File: src/rtl/spi_bus_bridge.sv
// SPI-to-Xosera register bus bridge: parses command/payload bytes from the SPI target,
// queues bus cycles in a small FIFO and replays them with a fixed CS hold and gap.
module spi_bus_bridge #(
  parameter int unsigned FIFO_DEPTH = 4,
  parameter int unsigned CS_HOLD    = 2,
  parameter int unsigned GAP_CYCLES = 1,
  parameter logic [7:0]  IDLE_BYTE  = 8'hCB
) (
  input  logic       clk,
  input  logic       reset_n_i,
  input  logic       spi_select_i,
  input  logic       spi_rx_strobe_i,
  input  logic [7:0] spi_rx_byte_i,
  output logic [7:0] spi_tx_byte_o,
  output logic       bus_cs_n_o,
  output logic       bus_rd_nwr_o,
  output logic       bus_bytesel_o,
  output logic [3:0] bus_reg_num_o,
  output logic [7:0] bus_data_o,
  input  logic [7:0] bus_data_i,
  output logic       soft_reset_o,
  output logic       overrun_o
);

  localparam int unsigned PtrW    = $clog2(FIFO_DEPTH);
  localparam int unsigned MaxHold = (CS_HOLD > GAP_CYCLES) ? CS_HOLD : GAP_CYCLES;
  localparam int unsigned CntW    = $clog2(MaxHold) + 1;
  localparam logic [CntW-1:0] HoldLast = CntW'(CS_HOLD - 1);
  localparam logic [CntW-1:0] GapLast  = CntW'(GAP_CYCLES - 1);
  localparam logic [PtrW:0]   PtrOne   = (PtrW + 1)'(1);

  typedef struct packed {
    logic       rd_nwr;
    logic [3:0] reg_num;
    logic       bs;
    logic [7:0] data;
  } entry_t;

  typedef enum logic {StCmd, StPayload} parse_e;
  typedef enum logic [1:0] {StIdle, StActive, StGap} seq_e;

  parse_e pstate_q, pstate_d;
  logic   wr_q, wr_d, ai_q, ai_d, csb_q, csb_d, lane_q, lane_d;
  logic [3:0] reg_q, reg_d;

  entry_t        mem_q [FIFO_DEPTH];
  logic [PtrW:0] wptr_q, wptr_d, rptr_q, rptr_d;
  logic          empty, full, push, pop, enq, cmd_seen, capture;
  entry_t        enq_entry, head;

  seq_e            sstate_q, sstate_d;
  logic [CntW-1:0] cnt_q, cnt_d;
  logic            cs_n_q, cs_n_d, rd_nwr_q, rd_nwr_d, bs_out_q, bs_out_d;
  logic [3:0]      reg_out_q, reg_out_d;
  logic [7:0]      data_out_q, data_out_d, tx_q, tx_d;
  logic            soft_q, soft_d, ovr_q, ovr_d;

  logic [3:0] pos_reg;
  logic       pos_bs, adv;

  assign empty = (wptr_q == rptr_q);
  assign full  = ((wptr_q ^ rptr_q) == {1'b1, {PtrW{1'b0}}});
  assign head  = mem_q[rptr_q[PtrW-1:0]];

  // Command/payload parser: decides what to enqueue and advances the (REG, BS) position.
  always_comb begin
    pstate_d  = pstate_q;
    wr_d      = wr_q;
    ai_d      = ai_q;
    csb_d     = csb_q;
    lane_d    = lane_q;
    reg_d     = reg_q;
    enq       = 1'b0;
    enq_entry = '0;
    cmd_seen  = 1'b0;
    soft_d    = 1'b0;
    adv       = 1'b0;
    pos_reg   = reg_q;
    pos_bs    = lane_q;
    if (spi_rx_strobe_i) begin
      if (pstate_q == StCmd) begin
        cmd_seen  = 1'b1;
        csb_d     = spi_rx_byte_i[7];
        wr_d      = spi_rx_byte_i[6];
        soft_d    = spi_rx_byte_i[5];
        ai_d      = spi_rx_byte_i[4];
        reg_d     = spi_rx_byte_i[3:0];
        lane_d    = 1'b0;
        pstate_d  = StPayload;
        pos_reg   = spi_rx_byte_i[3:0];
        pos_bs    = 1'b0;
        if (spi_rx_byte_i[7] && !spi_rx_byte_i[6]) begin
          enq       = 1'b1;
          enq_entry = '{rd_nwr: 1'b1, reg_num: pos_reg, bs: 1'b0, data: 8'h00};
          adv       = 1'b1;
        end
      end else if (csb_q) begin
        enq       = 1'b1;
        enq_entry = '{rd_nwr: !wr_q, reg_num: reg_q, bs: lane_q,
                      data: wr_q ? spi_rx_byte_i : 8'h00};
        adv       = 1'b1;
      end
    end
    // BS 0->1 never bumps REG, so the stale AI is harmless on the prefetch path.
    if (adv) begin
      lane_d = !pos_bs;
      if (pos_bs && ai_q) reg_d = pos_reg + 4'd1;
    end
    if (!spi_select_i) pstate_d = StCmd;
  end

  // Bus sequencer: IDLE -> ACTIVE (CS low) -> GAP (CS high, fields held) -> IDLE/ACTIVE.
  always_comb begin
    sstate_d   = sstate_q;
    cnt_d      = cnt_q;
    cs_n_d     = cs_n_q;
    rd_nwr_d   = rd_nwr_q;
    bs_out_d   = bs_out_q;
    reg_out_d  = reg_out_q;
    data_out_d = data_out_q;
    pop        = 1'b0;
    capture    = 1'b0;
    unique case (sstate_q)
      StIdle: pop = !empty;
      StActive: begin
        if (cnt_q == HoldLast) begin
          sstate_d = StGap;
          cnt_d    = '0;
          cs_n_d   = 1'b1;
          capture  = rd_nwr_q;
        end else begin
          cnt_d = cnt_q + 1'b1;
        end
      end
      StGap: begin
        if (cnt_q == GapLast) begin
          pop = !empty;
          if (empty) sstate_d = StIdle;
        end else begin
          cnt_d = cnt_q + 1'b1;
        end
      end
      default: sstate_d = StIdle;
    endcase
    if (pop) begin
      sstate_d   = StActive;
      cnt_d      = '0;
      cs_n_d     = 1'b0;
      rd_nwr_d   = head.rd_nwr;
      bs_out_d   = head.bs;
      reg_out_d  = head.reg_num;
      data_out_d = head.data;
    end
  end

  // A pop frees a slot in the same cycle, so a full FIFO still accepts a concurrent push.
  always_comb begin
    push   = enq && (!full || pop);
    wptr_d = push ? wptr_q + PtrOne : wptr_q;
    rptr_d = pop ? rptr_q + PtrOne : rptr_q;
    ovr_d  = cmd_seen ? 1'b0 : ovr_q;
    if (enq && !push) ovr_d = 1'b1;
    if (cmd_seen) tx_d = IDLE_BYTE;
    else if (capture) tx_d = bus_data_i;
    else tx_d = tx_q;
  end

  always_ff @(posedge clk) begin
    if (push) mem_q[wptr_q[PtrW-1:0]] <= enq_entry;
  end

  always_ff @(posedge clk or negedge reset_n_i) begin
    if (!reset_n_i) begin
      pstate_q   <= StCmd;
      wr_q       <= 1'b0;
      ai_q       <= 1'b0;
      csb_q      <= 1'b0;
      lane_q     <= 1'b0;
      reg_q      <= 4'd0;
      wptr_q     <= '0;
      rptr_q     <= '0;
      sstate_q   <= StIdle;
      cnt_q      <= '0;
      cs_n_q     <= 1'b1;
      rd_nwr_q   <= 1'b1;
      bs_out_q   <= 1'b0;
      reg_out_q  <= 4'd0;
      data_out_q <= 8'h00;
      tx_q       <= IDLE_BYTE;
      soft_q     <= 1'b0;
      ovr_q      <= 1'b0;
    end else begin
      pstate_q   <= pstate_d;
      wr_q       <= wr_d;
      ai_q       <= ai_d;
      csb_q      <= csb_d;
      lane_q     <= lane_d;
      reg_q      <= reg_d;
      wptr_q     <= wptr_d;
      rptr_q     <= rptr_d;
      sstate_q   <= sstate_d;
      cnt_q      <= cnt_d;
      cs_n_q     <= cs_n_d;
      rd_nwr_q   <= rd_nwr_d;
      bs_out_q   <= bs_out_d;
      reg_out_q  <= reg_out_d;
      data_out_q <= data_out_d;
      tx_q       <= tx_d;
      soft_q     <= soft_d;
      ovr_q      <= ovr_d;
    end
  end

  assign spi_tx_byte_o = tx_q;
  assign bus_cs_n_o    = cs_n_q;
  assign bus_rd_nwr_o  = rd_nwr_q;
  assign bus_bytesel_o = bs_out_q;
  assign bus_reg_num_o = reg_out_q;
  assign bus_data_o    = data_out_q;
  assign soft_reset_o  = soft_q;
  assign overrun_o     = ovr_q;

endmodule
File: config.mk
export PLATFORM = sky130hd
export DESIGN_NAME = spi_bus_bridge
export DESIGN_NICKNAME = d
export VERILOG_FILES = /design/src/rtl/spi_bus_bridge.sv
export SDC_FILE = /design/constraint.sdc
export NUM_CORES = 1
export LEC_CHECK = 0
export CORE_UTILIZATION = 40
export CTS_CLUSTER_SIZE = 40
export DETAILED_ROUTE_END_ITERATION = 12
export DONT_BUFFER_PORTS = 1
export HOLD_SLACK_MARGIN = 0.08
export PLACE_DENSITY = 0.52
export SLEW_MARGIN = 20
export SYNTH_ARGS = -nofsm -noshare
export SYNTH_HDL_FRONTEND = slang
export SYNTH_SLANG_ARGS = --single-unit
File: constraint.sdc
create_clock -name clk -period 2.2 [get_ports clk]
set_clock_uncertainty 0.05 [all_clocks]
set_input_delay 0.44 -clock clk [delete_from_list [all_inputs] [get_ports clk]]
set_output_delay 0.44 -clock clk [all_outputs]
set_load 0.005 [all_outputs]
-- Word-level counts from Yosys, hierarchy flattened
Memories as Yosys holds them, arrays and structs flattened. A register that Yosys moved wholly into a read port is not among the register bits.
Index checks and enable logic that the tools add are counted.
- $add $sub $neg: 4
- multiply operators: 0
- divide/modulo/power cells: 0
- $lt $le $gt $ge: 0
- equal/unequal tests: 11
- shift-type cells: 0
- multiplexer cells: 44
- bitwise gates (word level): 2
- reduce and logical (&&, ||, !) cells: 23
- operators with widths (cell ; count):
    14-bit two-way mux ; 4
    8-bit two-way mux ; 3
    1-bit two-way mux ; 23
    4-bit two-way mux ; 4
    2-bit two-way mux ; 7
    3-bit != test (second input constant) ; 4
    2-bit nonzero test ; 4
    1-bit logical NOT ; 7
    3-bit by 1-bit adder with 3-bit output (second input constant) ; 2
    2-bit case mux with 3 select lines ; 1
    2-bit AND reduction ; 3
    4-bit by 1-bit adder with 4-bit output (second input constant) ; 1
    2-bit by 1-bit equality test with 1-bit output (second input constant) ; 2
    1-bit logical AND ; 4
    2-bit logical NOT ; 2
    2-bit case mux with 2 select lines ; 1
    4-bit AND reduction ; 1
    3-bit equality test ; 1
    3-bit equality test (second input constant) ; 1
    3-bit nonzero test ; 1
    3-bit XOR ; 1
    2-bit by 1-bit adder with 2-bit output (second input constant) ; 1
    2-bit equality test (second input constant) ; 1
    2-bit by 1-bit != test with 1-bit output (second input constant) ; 1
    other kinds (4) ; 4
- flip-flop bits (word level): 30
- bits in latches: 0
- RAM bits: 56
- memory bits (read-only): 0
- memories kept: 1
- memory list (name ; depth ; width ; rd ports ; clocked after memory_dff ; write ports ; line ; text):
    mem_q ; 4 ; 14 ; 1 ; 1 ; 1 ; 46 ; entry_t mem_q [FIFO_DEPTH];

-- Depth between registers and ports, before layout
- depth in word-level cells: 9
- gate-level depth with buffers: 7

-- Worst setup path after synthesis
OpenSTA, ideal clock, no wires.
- path type: register to register
- start: reg cnt_q[1]
- end: mem mem_q[0][0] (netlist name), enable pin
- library setup time: 366 ps
- data arrival time: 1531 ps
- data required time: 1784 ps
- setup slack: 253 ps
- stages on the path, launching flop included: 5
- buffers on the path: 0
- period minus slack after synthesis: 1947 ps
- path through: dfrtp_1 -> o21a_1 -> o21a_1 -> a21oi_1 -> and2_1
- cells in the longest elaborated chain, start to end: 7
- RTL lines (what ; line ; text):
    from (decl) ; 52 ; logic [CntW-1:0] cnt_q, cnt_d;
    from (signal assigned) ; 202 ; cnt_q <= cnt_d;
    2-bit logical NOT ; 136 ; if (cnt_q == GapLast) begin
    1-bit two-way mux ; 136 ;
    1-bit case mux with 2 select lines ; 123 ; unique case (sstate_q)
    1-bit logical OR ; 158 ; push = enq && (!full || pop);
    1-bit logical AND ; 158 ;
    1-bit two-way mux ; 169 ; if (push) mem_q[wptr_q[PtrW-1:0]] <= enq_entry;
    1-bit two-way mux (not written as such) ; 169 ;
    to (decl) ; 46 ;
No other way between the ends.

-- Worst setup path after layout
- start: reg pstate_q
- end: mem mem_q[1][6] (netlist name), enable pin
- cells in the longest elaborated chain, start to end: 5
- RTL lines (what ; line ; text):
    from (decl) ; 42 ; parse_e pstate_q, pstate_d;
    from (signal assigned) ; 174 ; pstate_q <= StCmd;
    from (signal assigned) ; 193 ; pstate_q <= pstate_d;
    1-bit two-way mux ; 81 ; if (pstate_q == StCmd) begin
    1-bit two-way mux ; 80 ; if (spi_rx_strobe_i) begin
    1-bit logical AND ; 158 ;
    1-bit two-way mux ; 169 ;
    1-bit two-way mux (not written as such) ; 169 ;
No other way between the ends.

==> results.json <==
{
  "die_w_um": 105,
  "ys_types": 42,
  "ant_nets": 0,
  "hold_viol": 0,
  "port_buffers": 0,
  "synth_compound_area_frac": 0.0333,
  "synth_top_family_by_area": "multiplexers",
  "min_period_ns": 1.93,
  "swShare": 0.307,
  "cts_root_buffer": "clkbuf_8",
  "synth_xor_area_frac": 0.0280,
  "ys_seq_elements": 100,
  "antenna_found_initial": 0,
  "rsz0062_at_grt": "no",
  "wl_per_cell_um": 18.3,
  "grt_pass1_vias": 2180,
  "setup_viol_count_final": 0,
  "drtPass1Iterations": 4,
  "pwr-share-comb": 0.311,
  "synthCells": 269,
  "core.rowCount": 37,
  "crit_path_max_incr_delay_ns": 0.57,
  "multiInputGateArea_mm2": 0.00134,
  "power_density_mw_per_mm2": 1220,
  "maxCapViolations": 0,
  "fin_crit_sh": 0.878,
  "dpl_cell_area_mm2": 0.00444,
  "core_area_mm2": 0.0103,
  "place_hpwl_um": 4960,
  "ys_seq_area_frac": 0.658,
  "relSlewSlack": 0.581,
  "ios": 45,
  "cp_slowest_cell": "dfrtp_1",
  "start_util": 0.411,
  "cts_max_level": 3,
  "fin_setup_tns_ns": 0,
  "final_cell_area_mm2": 0.00468,
  "vias": 2163,
  "vdd_drop_max_v": 0.000500,
  "seqCellArea_mm2": 0.00279,
  "syn_to_final_growth_pct": 10.4,
  "cpMostUsedCell": "a21oi_1",
  "antenna_cells": 0,
  "cts_max_path_buffers": 2,
  "p_clk_frac": 0.211,
  "worstMarginPinSlew_ns": 0.626,
  "leakage_nw": 1.86,
  "synth-adder-area-share": 0.0177,
  "track_usage": 0.152,
  "p_int_mw": 3.97,
  "clkLatencyLatePin_ns": 0.35,
  "drt_iter0_markers": 153,
  "end_kind": "flop",
  "syn_area_per_cell_um2": 15.8,
  "grt_start_max_net_pins": 45,
  "fin_nets": 307,
  "syn_area_mm2": 0.00424,
  "status": "finished clean",
  "routabilityCongestion": 0.764,
  "worstPathArrival_ns": 1.92,
  "seq_power_share": 0.479,
  "finalMaxSlewViolations": 0,
  "muxShareOfSynthArea": 0.158,
  "hold_path_class": "in2reg",
  "grt_pass1_wl_um": 12300,
  "post-route-util": 0.453,
  "synthArstFlopShare": 0.440,
  "cts_tree": "done",
  "synth-edff-count": 56,
  "crit_chain": "and3_1 -> a21oi_1 -> a21oi_1 -> and2_1 -> buf_4",
  "fillers": 905,
  "required_ns": 2.19,
  "crit_path_start_kind": "flop",
  "total_power_mw": 5.73,
  "drc": 0,
  "cts_setup_buffers": 0,
  "yosysWarnings": 0,
  "clk_pin_slew_worst_paths_ns": 0.10,
  "die_h_um": 105,
  "drive_gt1_frac": 0.234,
  "fmax_mhz": 518,
  "grt_overflow_total": 0,
  "synth_nets": 295,
  "p_switching_mw": 1.76,
  "cp_max_fo": 14,
  "numClockSinks": 100,
  "vias_per_cell": 5.13,
  "worstSetupPathType": "reg2reg",
  "cts-buffers-inserted": 9,
  "ys.flop_type": "edfxtp_1",
  "die_area_mm2": 0.0110,
  "wirelength_um": 7720,
  "synthSimpleGateAreaFrac": 0.0794
}
cells in the mapped netlist, types with 7 or more instances:
| library cell | instances | area share |
|---|---|---|
| edfxtp_1 | 56 | 0.40 |
| dfrtp_1 | 37 | 0.22 |
| nand2_1 | 26 | 0.023 |
| mux2i_1 | 12 | 0.028 |
| mux4_2 | 11 | 0.058 |
| and3_1 | 9 | 0.013 |
| mux2_2 | 9 | 0.024 |
| nor2_1 | 9 | 0.0080 |
| mux2_4 | 8 | 0.028 |
| and2_1 | 7 | 0.010 |
| dfstp_2 | 7 | 0.043 |
| inv_1 | 7 | 0.0062 |
power groups by stage:
stage	registers [mW]	clock network [mW]	logic, mW
3_3_place_gp	2.79	0	1.77
4_1_cts	2.75	1.25	1.82
5_1_grt	2.80	1.33	1.95
6_report	2.74	1.21	1.78
3_5_place_dp	2.78	0	1.80
2_1_floorplan	2.67	0	1.57
kinds of logic after synthesis:
group                    after synthesis
flip-flops                           100
AND/OR/NAND/NOR                       68
multiplexers                          43
AO/OA/AOI/OAI                         22
buffers and inverters                 19
XOR/XNOR                              11
adder cells (fa/ha/maj)                6
metal layers:
metal | up-vias | track usage | part of all wire
met1 | 1084 | 0.213 | 0.49
met4 | 0 | 0.0775 | 0.020
met5 | - | 0 | 0
met3 | 12 | 0.0343 | 0.039
met2 | 58 | 0.220 | 0.46
li1 | 1009 | - | -
critical path, delay by kind of cell (launching register included):
family / cells / cell delay (ns)
flip-flops: 1 / 0.57
buffers and inverters: 1 / 0.25
AO/OA/AOI/OAI: 2 / 0.34
AND/OR/NAND/NOR: 2 / 0.40
registers in the layout, summed over array words and instances (netlist names), 2 cells and up:
signal,flops
bus_data_o,8
bus_reg_num_o,4
cnt_q,2
mem_q,56
reg_q,4
rptr_q,3
spi_tx_byte_o,8
sstate_q,2
wptr_q,3
path summary, 6_finish.rpt:
check | startpoint | to | slack, ns | depth (start not counted)
min reg2reg | wptr_q[2] | wptr_q[2] | 0.47 | 1
max | pstate_q | mem_q[1][6] | 0.27 | 5
max reg2reg | pstate_q | mem_q[1][6] | 0.27 | 5
min | spi_rx_byte_i[4] | ai_q | 0.13 | 2
min in group asynchronous | reset_n_i | bus_data_o[4] | 0.52 | 2
max in group asynchronous | reset_n_i | spi_tx_byte_o[7] | 1.28 | 2
layout by cell type (no fill, tap or decap), types with 2 or more instances in the layout:
| master | synthesis | final |
|---|---|---|
| mux4_2 | 11 | 11 |
| mux2_2 | 9 | 9 |
| nand2b_1 | 2 | 2 |
| a31oi_1 | 2 | 2 |
| buf_4 | 1 | 9 |
| inv_6 | 0 | 2 |
| nand2_1 | 26 | 26 |
| a21o_1 | 2 | 2 |
| nor2_1 | 9 | 9 |
| mux4_1 | 3 | 3 |
| nand3_1 | 4 | 4 |
| dfstp_2 | 7 | 7 |
| o21ai_0 | 6 | 6 |
| xor2_2 | 3 | 3 |
| mux2i_1 | 12 | 12 |
| xnor2_1 | 5 | 5 |
| a21oi_1 | 4 | 4 |
| ha_1 | 6 | 6 |
| inv_1 | 7 | 7 |
| mux2_4 | 8 | 8 |
| edfxtp_1 | 56 | 56 |
| clkinv_4 | 0 | 2 |
| xor2_1 | 3 | 3 |
| nor2b_1 | 3 | 3 |
| buf_12 | 1 | 2 |
| clkbuf_8 | 0 | 10 |
| dfrtp_1 | 37 | 37 |
| o21a_1 | 3 | 3 |
| and2_1 | 7 | 7 |
| nor3_1 | 2 | 2 |
| and3_1 | 9 | 9 |
layout make-up:
class / count / share of cell area
inverter: 7 / 0.00561
clock inverter: 6 / 0.0150
clock buffer: 10 / 0.0294
sequential: 100 / 0.596
timing repair buffer: 13 / 0.0310
multi-input combinational: 150 / 0.286
tap: 136 / 0.0364
repair_timing:
| item | CTS | global route |
|---|---|---|
| setup endpoints to repair | 0 | 0 |
| hold buffers | 2 | 0 |
| gates resized for setup | 0 | 0 |
| hold endpoints to repair | 44 | 0 |
metrics by stage:
step | hold slack [ns] | setup WS [ns] | std cells
finish | 0.132 | 0.269 | 422
global route | 0.109 | 0.153 | 422
CTS | 0.110 | 0.261 | 422
detailed placement | 0.0962 | 0.235 | 404
global placement | 0.0962 | 0.267 | 404
floorplan | 0.0944 | 0.253 | 269
Note: power is estimated with default switching activity, not from simulation.
